`src/rtl/parking_gate_ctrl_if.sv`:
```
// Purpose: lane and counter signal bundle for parking_gate_ctrl.
// Signals:
//   ent_req, ent_a, ent_b   entry lane button and beams (a = street side, b = lot side)
//   ext_req, ext_a, ext_b   exit lane button and beams (a = lot side, b = street side)
//   enter, exit             1-cycle counter pulses, never asserted together
//   gate_in_open/out_open   gate drives, 1 = open
//   occupancy, full, empty  mirror occupancy and its decodes
//   seq_err                 1-cycle pulse on an illegal beam pattern or an exit while empty
// Modports: master drives the lane inputs; slave is the controller.
interface parking_gate_ctrl_if #(
  parameter int OCC_W = 8
);
  logic             ent_req;
  logic             ent_a;
  logic             ent_b;
  logic             ext_req;
  logic             ext_a;
  logic             ext_b;
  logic             enter;
  logic             exit;
  logic             gate_in_open;
  logic             gate_out_open;
  logic [OCC_W-1:0] occupancy;
  logic             full;
  logic             empty;
  logic             seq_err;

  modport master (
    output ent_req, ent_a, ent_b, ext_req, ext_a, ext_b,
    input  enter, exit, gate_in_open, gate_out_open, occupancy, full, empty, seq_err
  );

  modport slave (
    input  ent_req, ent_a, ent_b, ext_req, ext_a, ext_b,
    output enter, exit, gate_in_open, gate_out_open, occupancy, full, empty, seq_err
  );
endinterface

```
`src/rtl/parking_gate_ctrl.sv`:
```
// Purpose: parking lot gate controller. One lane FSM per gate recognises a
// complete car passage; an arbiter turns passages into exclusive enter/exit
// pulses and keeps a mirror occupancy that refuses entry when the lot is full.
// Ports:
//   clk    rising-edge clock
//   reset  synchronous, active-low
//   bus    parking_gate_ctrl_if.slave (lane inputs, pulses, gates, occupancy)
//
// Lane FSM states:
//   state     | meaning
//   ST_IDLE   | gate closed, waiting for a request
//   ST_OPEN   | gate open, no car in the beams, timeout running
//   ST_A      | car breaks the outer beam only
//   ST_AB     | car breaks both beams
//   ST_B      | car breaks the inner beam only
//   ST_COMMIT | passage complete, one-cycle commit, gate still open

module parking_gate_lane #(
  parameter int TIMEOUT = 1000
) (
  input  logic clk,
  input  logic reset,
  input  logic i_req,
  input  logic i_allow,
  input  logic i_a,
  input  logic i_b,
  output logic o_gate,
  output logic o_commit,
  output logic o_err
);
  localparam int TW = (TIMEOUT > 2) ? $clog2(TIMEOUT) : 1;
  localparam logic [TW-1:0] TMR_LOAD = TW'(TIMEOUT - 1);

  typedef enum logic [2:0] {
    ST_IDLE, ST_OPEN, ST_A, ST_AB, ST_B, ST_COMMIT
  } state_t;

  state_t        r_state;
  state_t        w_next;
  logic [TW-1:0] r_tmr;
  logic          r_gate;
  logic          w_err;
  logic [1:0]    w_ab;

  assign w_ab = {i_a, i_b};

  always_ff @(posedge clk) begin
    if (!reset) begin
      r_state <= ST_IDLE;
      r_tmr   <= '0;
      r_gate  <= 1'b0;
    end else begin
      r_state <= w_next;
      // gate drive follows the state it is entering, so it lines up with r_state
      r_gate  <= (w_next != ST_IDLE);
      // timeout restarts every time OPEN is (re)entered
      if (w_next == ST_OPEN && r_state != ST_OPEN)
        r_tmr <= TMR_LOAD;
      else if (r_state == ST_OPEN && r_tmr != '0)
        r_tmr <= r_tmr - TW'(1);
    end
  end

  always_comb begin
    w_next = r_state;
    w_err  = 1'b0;
    case (r_state)
      ST_IDLE: if (i_req && i_allow) w_next = ST_OPEN;
      ST_OPEN: begin
        if (w_ab == 2'b10) begin
          w_next = ST_A;
        end else begin
          if (i_b) w_err = 1'b1;
          if (r_tmr == '0) w_next = ST_IDLE;
        end
      end
      ST_A: begin
        case (w_ab)
          2'b11:   w_next = ST_AB;
          2'b00:   w_next = ST_OPEN;
          2'b01:   w_err  = 1'b1;
          default: w_next = ST_A;
        endcase
      end
      ST_AB: begin
        case (w_ab)
          2'b01:   w_next = ST_B;
          2'b10:   w_next = ST_A;
          2'b00: begin
            w_err  = 1'b1;
            w_next = ST_OPEN;
          end
          default: w_next = ST_AB;
        endcase
      end
      ST_B: begin
        case (w_ab)
          2'b00:   w_next = ST_COMMIT;
          2'b11:   w_next = ST_AB;
          2'b10:   w_err  = 1'b1;
          default: w_next = ST_B;
        endcase
      end
      ST_COMMIT: w_next = ST_IDLE;
      default:   w_next = ST_IDLE;
    endcase
  end

  assign o_gate   = r_gate;
  assign o_commit = (r_state == ST_COMMIT);
  assign o_err    = w_err;
endmodule

module parking_gate_ctrl #(
  parameter int CAPACITY = 20,
  parameter int OCC_W    = 8,
  parameter int TIMEOUT  = 1000
) (
  input logic               clk,
  input logic               reset,
  parking_gate_ctrl_if.slave bus
);
  localparam logic [OCC_W-1:0] CAP = OCC_W'(CAPACITY);

  logic             r_enter;
  logic             r_exit;
  logic             r_ext_pend;
  logic             r_seq_err;
  logic [OCC_W-1:0] r_occ;
  logic             w_full;
  logic             w_empty;
  logic             w_ent_commit;
  logic             w_ext_commit;
  logic             w_ent_err;
  logic             w_ext_err;
  logic             w_ext_go;
  logic             w_ext_ok;

  assign w_full  = (r_occ == CAP);
  assign w_empty = (r_occ == '0);

  parking_gate_lane #(.TIMEOUT(TIMEOUT)) u_ent (
    .clk      (clk),
    .reset    (reset),
    .i_req    (bus.ent_req),
    .i_allow  (~w_full),
    .i_a      (bus.ent_a),
    .i_b      (bus.ent_b),
    .o_gate   (bus.gate_in_open),
    .o_commit (w_ent_commit),
    .o_err    (w_ent_err)
  );

  parking_gate_lane #(.TIMEOUT(TIMEOUT)) u_ext (
    .clk      (clk),
    .reset    (reset),
    .i_req    (bus.ext_req),
    .i_allow  (1'b1),
    .i_a      (bus.ext_a),
    .i_b      (bus.ext_b),
    .o_gate   (bus.gate_out_open),
    .o_commit (w_ext_commit),
    .o_err    (w_ext_err)
  );

  // An exit commit colliding with an entry commit is deferred one cycle.
  // A lane cannot commit on two consecutive cycles, so the deferred exit
  // never meets a fresh entry or exit commit.
  assign w_ext_go = (w_ext_commit & ~w_ent_commit) | r_ext_pend;
  // r_occ already includes any earlier entry, so an exit is judged against it
  assign w_ext_ok = w_ext_go & ~w_empty;

  always_ff @(posedge clk) begin
    if (!reset) begin
      r_enter    <= 1'b0;
      r_exit     <= 1'b0;
      r_ext_pend <= 1'b0;
      r_seq_err  <= 1'b0;
      r_occ      <= '0;
    end else begin
      r_enter    <= w_ent_commit;
      r_exit     <= w_ext_ok;
      r_ext_pend <= w_ext_commit & w_ent_commit;
      r_seq_err  <= w_ent_err | w_ext_err | (w_ext_go & w_empty);
      if (w_ent_commit && !w_ext_ok)
        r_occ <= r_occ + OCC_W'(1);
      else if (w_ext_ok && !w_ent_commit)
        r_occ <= r_occ - OCC_W'(1);
    end
  end

  assign bus.enter     = r_enter;
  assign bus.exit      = r_exit;
  assign bus.seq_err   = r_seq_err;
  assign bus.occupancy = r_occ;
  assign bus.full      = w_full;
  assign bus.empty     = w_empty;
endmodule

```
`src/flat_wrapper.sv`:
```
// flat-port wrapper written by rule: the top's interface ports become plain ports
module parking_gate_ctrl_flat 
#(
  parameter int CAPACITY = 20,
  parameter int OCC_W    = 8,
  parameter int TIMEOUT  = 1000
)
  (clk, reset, bus_ent_req, bus_ent_a, bus_ent_b, bus_ext_req, bus_ext_a, bus_ext_b, bus_enter, bus_exit, bus_gate_in_open, bus_gate_out_open, bus_occupancy, bus_full, bus_empty, bus_seq_err);
  parking_gate_ctrl_if #(.OCC_W(OCC_W)) bus_i ();
  input logic clk;
  input logic reset;
  input wire logic [$bits(bus_i.ent_req)-1:0] bus_ent_req;
  input wire logic [$bits(bus_i.ent_a)-1:0] bus_ent_a;
  input wire logic [$bits(bus_i.ent_b)-1:0] bus_ent_b;
  input wire logic [$bits(bus_i.ext_req)-1:0] bus_ext_req;
  input wire logic [$bits(bus_i.ext_a)-1:0] bus_ext_a;
  input wire logic [$bits(bus_i.ext_b)-1:0] bus_ext_b;
  output wire logic [$bits(bus_i.enter)-1:0] bus_enter;
  output wire logic [$bits(bus_i.exit)-1:0] bus_exit;
  output wire logic [$bits(bus_i.gate_in_open)-1:0] bus_gate_in_open;
  output wire logic [$bits(bus_i.gate_out_open)-1:0] bus_gate_out_open;
  output wire logic [$bits(bus_i.occupancy)-1:0] bus_occupancy;
  output wire logic [$bits(bus_i.full)-1:0] bus_full;
  output wire logic [$bits(bus_i.empty)-1:0] bus_empty;
  output wire logic [$bits(bus_i.seq_err)-1:0] bus_seq_err;
  assign bus_i.ent_req = bus_ent_req;
  assign bus_i.ent_a = bus_ent_a;
  assign bus_i.ent_b = bus_ent_b;
  assign bus_i.ext_req = bus_ext_req;
  assign bus_i.ext_a = bus_ext_a;
  assign bus_i.ext_b = bus_ext_b;
  assign bus_enter = bus_i.enter;
  assign bus_exit = bus_i.exit;
  assign bus_gate_in_open = bus_i.gate_in_open;
  assign bus_gate_out_open = bus_i.gate_out_open;
  assign bus_occupancy = bus_i.occupancy;
  assign bus_full = bus_i.full;
  assign bus_empty = bus_i.empty;
  assign bus_seq_err = bus_i.seq_err;
  parking_gate_ctrl #(.CAPACITY(CAPACITY), .OCC_W(OCC_W), .TIMEOUT(TIMEOUT)) u_core (.clk(clk), .reset(reset), .bus(bus_i));
endmodule
```
`config.mk`:
```
export PLATFORM = sky130hd
export DESIGN_NAME = parking_gate_ctrl_flat
export DESIGN_NICKNAME = d
export VERILOG_FILES = /design/src/rtl/parking_gate_ctrl_if.sv /design/src/rtl/parking_gate_ctrl.sv /design/src/flat_wrapper.sv
export SDC_FILE = /design/constraint.sdc
export NUM_CORES = 1
export LEC_CHECK = 0
export BUFFER_PORTS_ARGS = -buffer_cell sky130_fd_sc_hd__buf_2
export CAP_MARGIN = 20
export CORE_ASPECT_RATIO = 1.75
export CORE_MARGIN = 2
export CORE_UTILIZATION = 40
export DETAILED_ROUTE_END_ITERATION = 10
export GPL_TIMING_DRIVEN = 0
export MAX_ROUTING_LAYER = met4
export PLACE_DENSITY = 0.66
export SETUP_SLACK_MARGIN = 0.15
export SYNTH_ARGS = -nofsm -noshare
export SYNTH_HDL_FRONTEND = slang
export SYNTH_HIERARCHICAL = 1
export SYNTH_SLANG_ARGS = --single-unit
```
`constraint.sdc`:
```
create_clock -name clk -period 3.1 [get_ports clk]
set_clock_uncertainty 0.1 [all_clocks]
set_input_delay 0.465 -clock clk [delete_from_list [all_inputs] [get_ports clk]]
set_output_delay 0.465 -clock clk [all_outputs]
set_load 0.02 [all_outputs]
```
# After elaboration in Yosys (flattened, before gate mapping)
# Cells that the tools add are included.
# word_totals
reg_bits	40
inputBits	8
# op_classes
addsub	4
eq_ne	21
reduce_logical	25
mux	32
n_bitwise	11
# op_table
op	count
3-bit case mux with 3 select lines	6
10-bit 2-to-1 mux	4
3-bit case mux with 5 select lines	2
10-bit logical NOT	2
10-bit nonzero test	2
10-bit by 1-bit subtractor with 10-bit output (second input constant)	2
3-bit 2-to-1 mux	6
8-bit 2-to-1 mux	2
3-bit by 1-bit equality test with 1-bit output (second input constant)	4
3-bit by 2-bit equality test with 1-bit output (second input constant)	4
3-bit equality test (second input constant)	4
1-bit 2-to-1 mux	10
8-bit by 1-bit adder with 8-bit output (second input constant)	1
2-bit equality test (second input constant)	4
8-bit by 5-bit equality test with 1-bit output (second input constant)	1
8-bit logical NOT	1
1-bit case mux with 4 select lines	2
8-bit by 1-bit subtractor with 8-bit output (second input constant)	1
1-bit logical AND	7
3-bit logical NOT	2
3-bit by 1-bit inequality test with 1-bit output (second input constant)	2
2-bit nonzero test	3
3-bit nonzero test	2
1-bit AND	4
6 further kinds	15

# Longest topological paths before layout
# depth
depth_word	8
depth_mapped	14
depth_no_buf	13

# By module
# The synthesis kept the hierarchy.
# modules_own_cells
module	instances	area_per_inst_um2	cells_per_inst
parking_gate_lane	2	980.9	104
parking_gate_ctrl	1	795.8	93

# Worst setup path after synthesis
# OpenSTA, ideal clock, no wires.
# synth_timing
path_kind	reg-to-reg
from	reg u_core.r_occ[0] (netlist: u_core/bus.occupancy[0])
to	reg u_core.r_occ[6] (netlist: u_core/bus.occupancy[6])
setup_slack_ps	265
arrival_time_ps	2656
setup_ps	79
stages_incl_launch_ff	13
required_ps	2921
path_cell_list	dfxtp_1 > nor4_1 > nand2_1 > or3_4 > nand2_1 > ha_1 > inv_1 > fa_1 > a21o_1 > a21oi_1 > a2bb2oi_1 > nand4_1 > o211ai_1
# synth_between
elab_chain_cells	6
# synth_lines
element	line_no	source
start: declaration	parking_gate_ctrl.sv:129	logic [OCC_W-1:0] r_occ;
start signal: assignment	parking_gate_ctrl.sv:186	r_occ <= r_occ + OCC_W'(1);
start signal: assignment	parking_gate_ctrl.sv:188	r_occ <= r_occ - OCC_W'(1);
branches (longest 6 deep; another with 8-bit by 1-bit subtractor with 8-bit output)	-	
# Parallel ways; which one is timed is not known. The select of a mux whose other input is x is not followed.
# A chain may end at the register's enable or synchronous reset.

# Final worst setup path
# layout_timing
from	reg u_core.r_occ[1] (netlist: u_core/bus.occupancy[1])
to	reg u_core.r_occ[4] (netlist: u_core/bus.occupancy[4])
# The elaborated chain is that of the path after synthesis.

==> results.ini <==
[setup_path]
reg2reg_to=u_core/bus.occupancy[4]$_SDFFE_PN0P_
path_max_fanout=7
reg2reg_depth=12
critPathArrivalTime_ps=2930
cp-end-kind=flop
rr_startpoint=u_core/bus.occupancy[1]$_SDFFE_PN0P_
crit_required_ps=3180
r2r_slack_ps=250
crit_type=flop to flop
cp-start-kind=flop

[final_layout]
layout-drive-gt1-share_pct=28.06
fillers=646
diodes=0
final_cells=419
nets=360
design_area_um2=3303
syn2layout_area_growth_pct=19.78

[placement]
gp_congestion=0.9382
dp_hpwl_um=4342
port_buffers=22
placed_area_um2=2973
placedCellCount=407

[sta]
hold_ws_ps=448.2
fin_crit_ps=2852
rsz0062_at_grt=no
tightest_slew_ps=500.7
hold_viol_final=0
drv_slew=0
fmax_ghz=0.3506
final.period_utilization_pct=92.00
setup-violations-final=0
slew_headroom_pct=66.62

[logic_synthesis]
netlist_instances=301
synth_cell_types=58
yosysTopAreaCellShare_pct=29.04
ys_seq_area_share_pct=29.04
yosysWarnings=6
async_reset_ff_share_pct=0
synth_edf_count=0
synth.most_common_cell=dfxtp_1
syn_nets=327
avgSynthCellArea_um2=9.162
ys_top_cells_by_count=40 x dfxtp_1, 30 x a21oi_1, 19 x inv_1, 19 x nand2_1, 17 x ha_1
postSynthRegisterBits=40
synth_area_leaders=dfxtp_1 29%, ha_1 7.7%, a21oi_1 5.4%, nor3b_2 2.7%, inv_1 2.6%
synth_top_area_cell=dfxtp_1
ys.flop_type=dfxtp_1
netlist_area_um2=2758

[die]
core-area_um2=6756
rows=40
die_w_um=66.77
die-height_um=113.8
start_util_pct=40.81
die-area_um2=7601
io_pins=23

[power_and_ir_drop]
power.internal_uw=938.2
swShare_pct=28.02
p_clk_share_pct=38.8
power.leakage_nw=1.355
seq_power_share_pct=44.3
max-vdd-ir-drop_uv=245.8
p_sw_uw=365.1
p_per_area_nw_per_um2=394.6
power_frac_comb_pct=16.9

[routing]
drt_iter0_markers=84
vias=2283
ant_nets=0
viasPerCell=5.449
wirelength_um=5957
drt-pass1-iter-count=4
drc=0
wl_per_cell_um=14.22

[worst_hold_path]
worstHoldPathType=primary input to flop
holdPathEnd=u_core/u_ent/o_gate$_SDFF_PN0_
holdPathStages=2
hold_start=reset

[grt]
grt_usage_pct=17.18
grt_start_max_net_pins=17
antenna_found_initial=0
grt_pass1_vias=2264
grt-ovfl-total=0
grt_first_pass_wirelength_um=10200

[clocking]
cts_inserted_buffers=5
clockBufferDepth=2
postCtsHoldBufs=0
cts_tree=built
htreeDepth=2
cts_num_sinks=40
cts.clk_slew.worst_paths_ps=60
cts_root_buf=clkbuf_16
clk_latency_ps=280

[run_status]
outcome=completed

[job]
drv_cap=0

## registers in the layout, indices dropped and copies added (netlist names)
signal / cells
u_core/u_ent/r_state: 3
u_core/bus.enter: 1
u_core/u_ext/o_gate: 1
u_core/bus.exit: 1
u_core/u_ext/r_tmr: 10
u_core/u_ent/r_tmr: 10
u_core/u_ent/o_gate: 1
u_core/r_ext_pend: 1
u_core/u_ext/r_state: 3
u_core/bus.seq_err: 1
u_core/bus.occupancy: 8
## logic make-up (layout without fill, tap and decap cells)
family                   Yosys count  in the layout  synth area share, %
AO/OA/AOI/OAI                     75             75                18.74
XOR/XNOR                          14             14                4.447
adder cells (fa/ha/maj)           18             18                8.439
buffers and inverters             30             64                5.807
flip-flops                        40             40                29.04
multiplexers                      10             10                3.902
other                              1              1               0.1360
AND/OR/NAND/NOR                  113            113                29.49
## layout make-up
type                    instances  area (um^2)  area share [%]
plain buffers                  11        88.84           2.689
clock buffers                   5        125.1           3.788
clock inverters                 3        18.77          0.5682
inverters                      19        76.32           2.311
multi-input cells             231         1941           58.75
flip-flops and latches         40        808.3           24.47
well taps                      84        105.1           3.182
repair buffers                 26        140.1           4.242
## metrics by stage
step                utilization [%]  TNS (ps)  power [mW]  setup WS, ps
global placement              44.00    -916.1      0.8024        -273.3
finish                        48.89         0       1.303         248.1
detailed placement            44.00     -1047      0.8079        -277.9
global route                  48.89         0       1.365         143.2
floorplan                         -         0      0.7567         265.4
CTS                           46.91         0       1.312         110.1
## worst max-delay path: stages (launching register included)
cell and delay [ps]:
dfxtp_4 350, nor4_4 290, nand2_1 100, or3_4 440, nand2_4 80, ha_4 170
inv_6 70, fa_2 360, a21o_1 200, a21oi_2 190, xor2_1 160, o21ai_0 80
and2_1 150
## metal layers
metal	global-route usage (%)	vias to the layer above	wire, um
li1	-	1153	-
met1	19.05	1085	2447
met2	30.87	34	3219
met3	2.564	11	152
met4	5.306	0	137
met5	-	-	0
## cell usage in the layout, fill, tap and decap left out, drive strengths merged, types with 3 or more instances in the layout
cell type,instances
o21ai,12
o21a,3
o21bai,3
nor2,16
o211ai,3
clkbuf,9
nor4,5
dfxtp,40
nand2b,8
xnor2,6
mux2,6
xor2,8
a21oi,32
nor4b,4
a31oi,3
nand3b,6
nand2,21
nand4,7
buf,33
nor3b,10
nor3,3
nand3,10
and3,8
mux2i,4
ha,17
clkinv,3
inv,19
a21o,5
and2,7
## repair_timing
item	4_1_cts	5_1_grt
pin swaps	0	11
gates resized for setup	10	21
setup endpoints to repair	5	5
setup buffers	1	3
## power by group through the flow
stage               registers, mW  clock network (mW)  logic, mW
floorplan                   0.587                   0      0.170
global placement            0.589                   0      0.213
detailed placement          0.590                   0      0.218
CTS                         0.579               0.514      0.220
global route                0.582               0.538      0.245
finish                      0.578               0.506      0.220
## how the worst max path moves through the flow
| stage | from | end | slack, ps |
|---|---|---|---|
| after detailed placement | u_core/u_ent/r_state[0]$_SDFF_PN0_ | u_core/bus.occupancy[6]$_SDFFE_PN0P_ | -280 |
| after global placement | u_core/u_ent/r_state[0]$_SDFF_PN0_ | u_core/bus.occupancy[6]$_SDFFE_PN0P_ | -270 |
| final | u_core/bus.occupancy[1]$_SDFFE_PN0P_ | u_core/bus.occupancy[4]$_SDFFE_PN0P_ | 250 |
| after CTS | u_core/bus.occupancy[6]$_SDFFE_PN0P_ | u_core/bus.occupancy[5]$_SDFFE_PN0P_ | 110 |
| after floorplan | u_core/bus.occupancy[0]$_SDFFE_PN0P_ | u_core/bus.occupancy[6]$_SDFFE_PN0P_ | 270 |
| after global routing | u_core/bus.occupancy[1]$_SDFFE_PN0P_ | u_core/bus.occupancy[4]$_SDFFE_PN0P_ | 140 |
No activity file was read; power rests on OpenSTA's default activity.
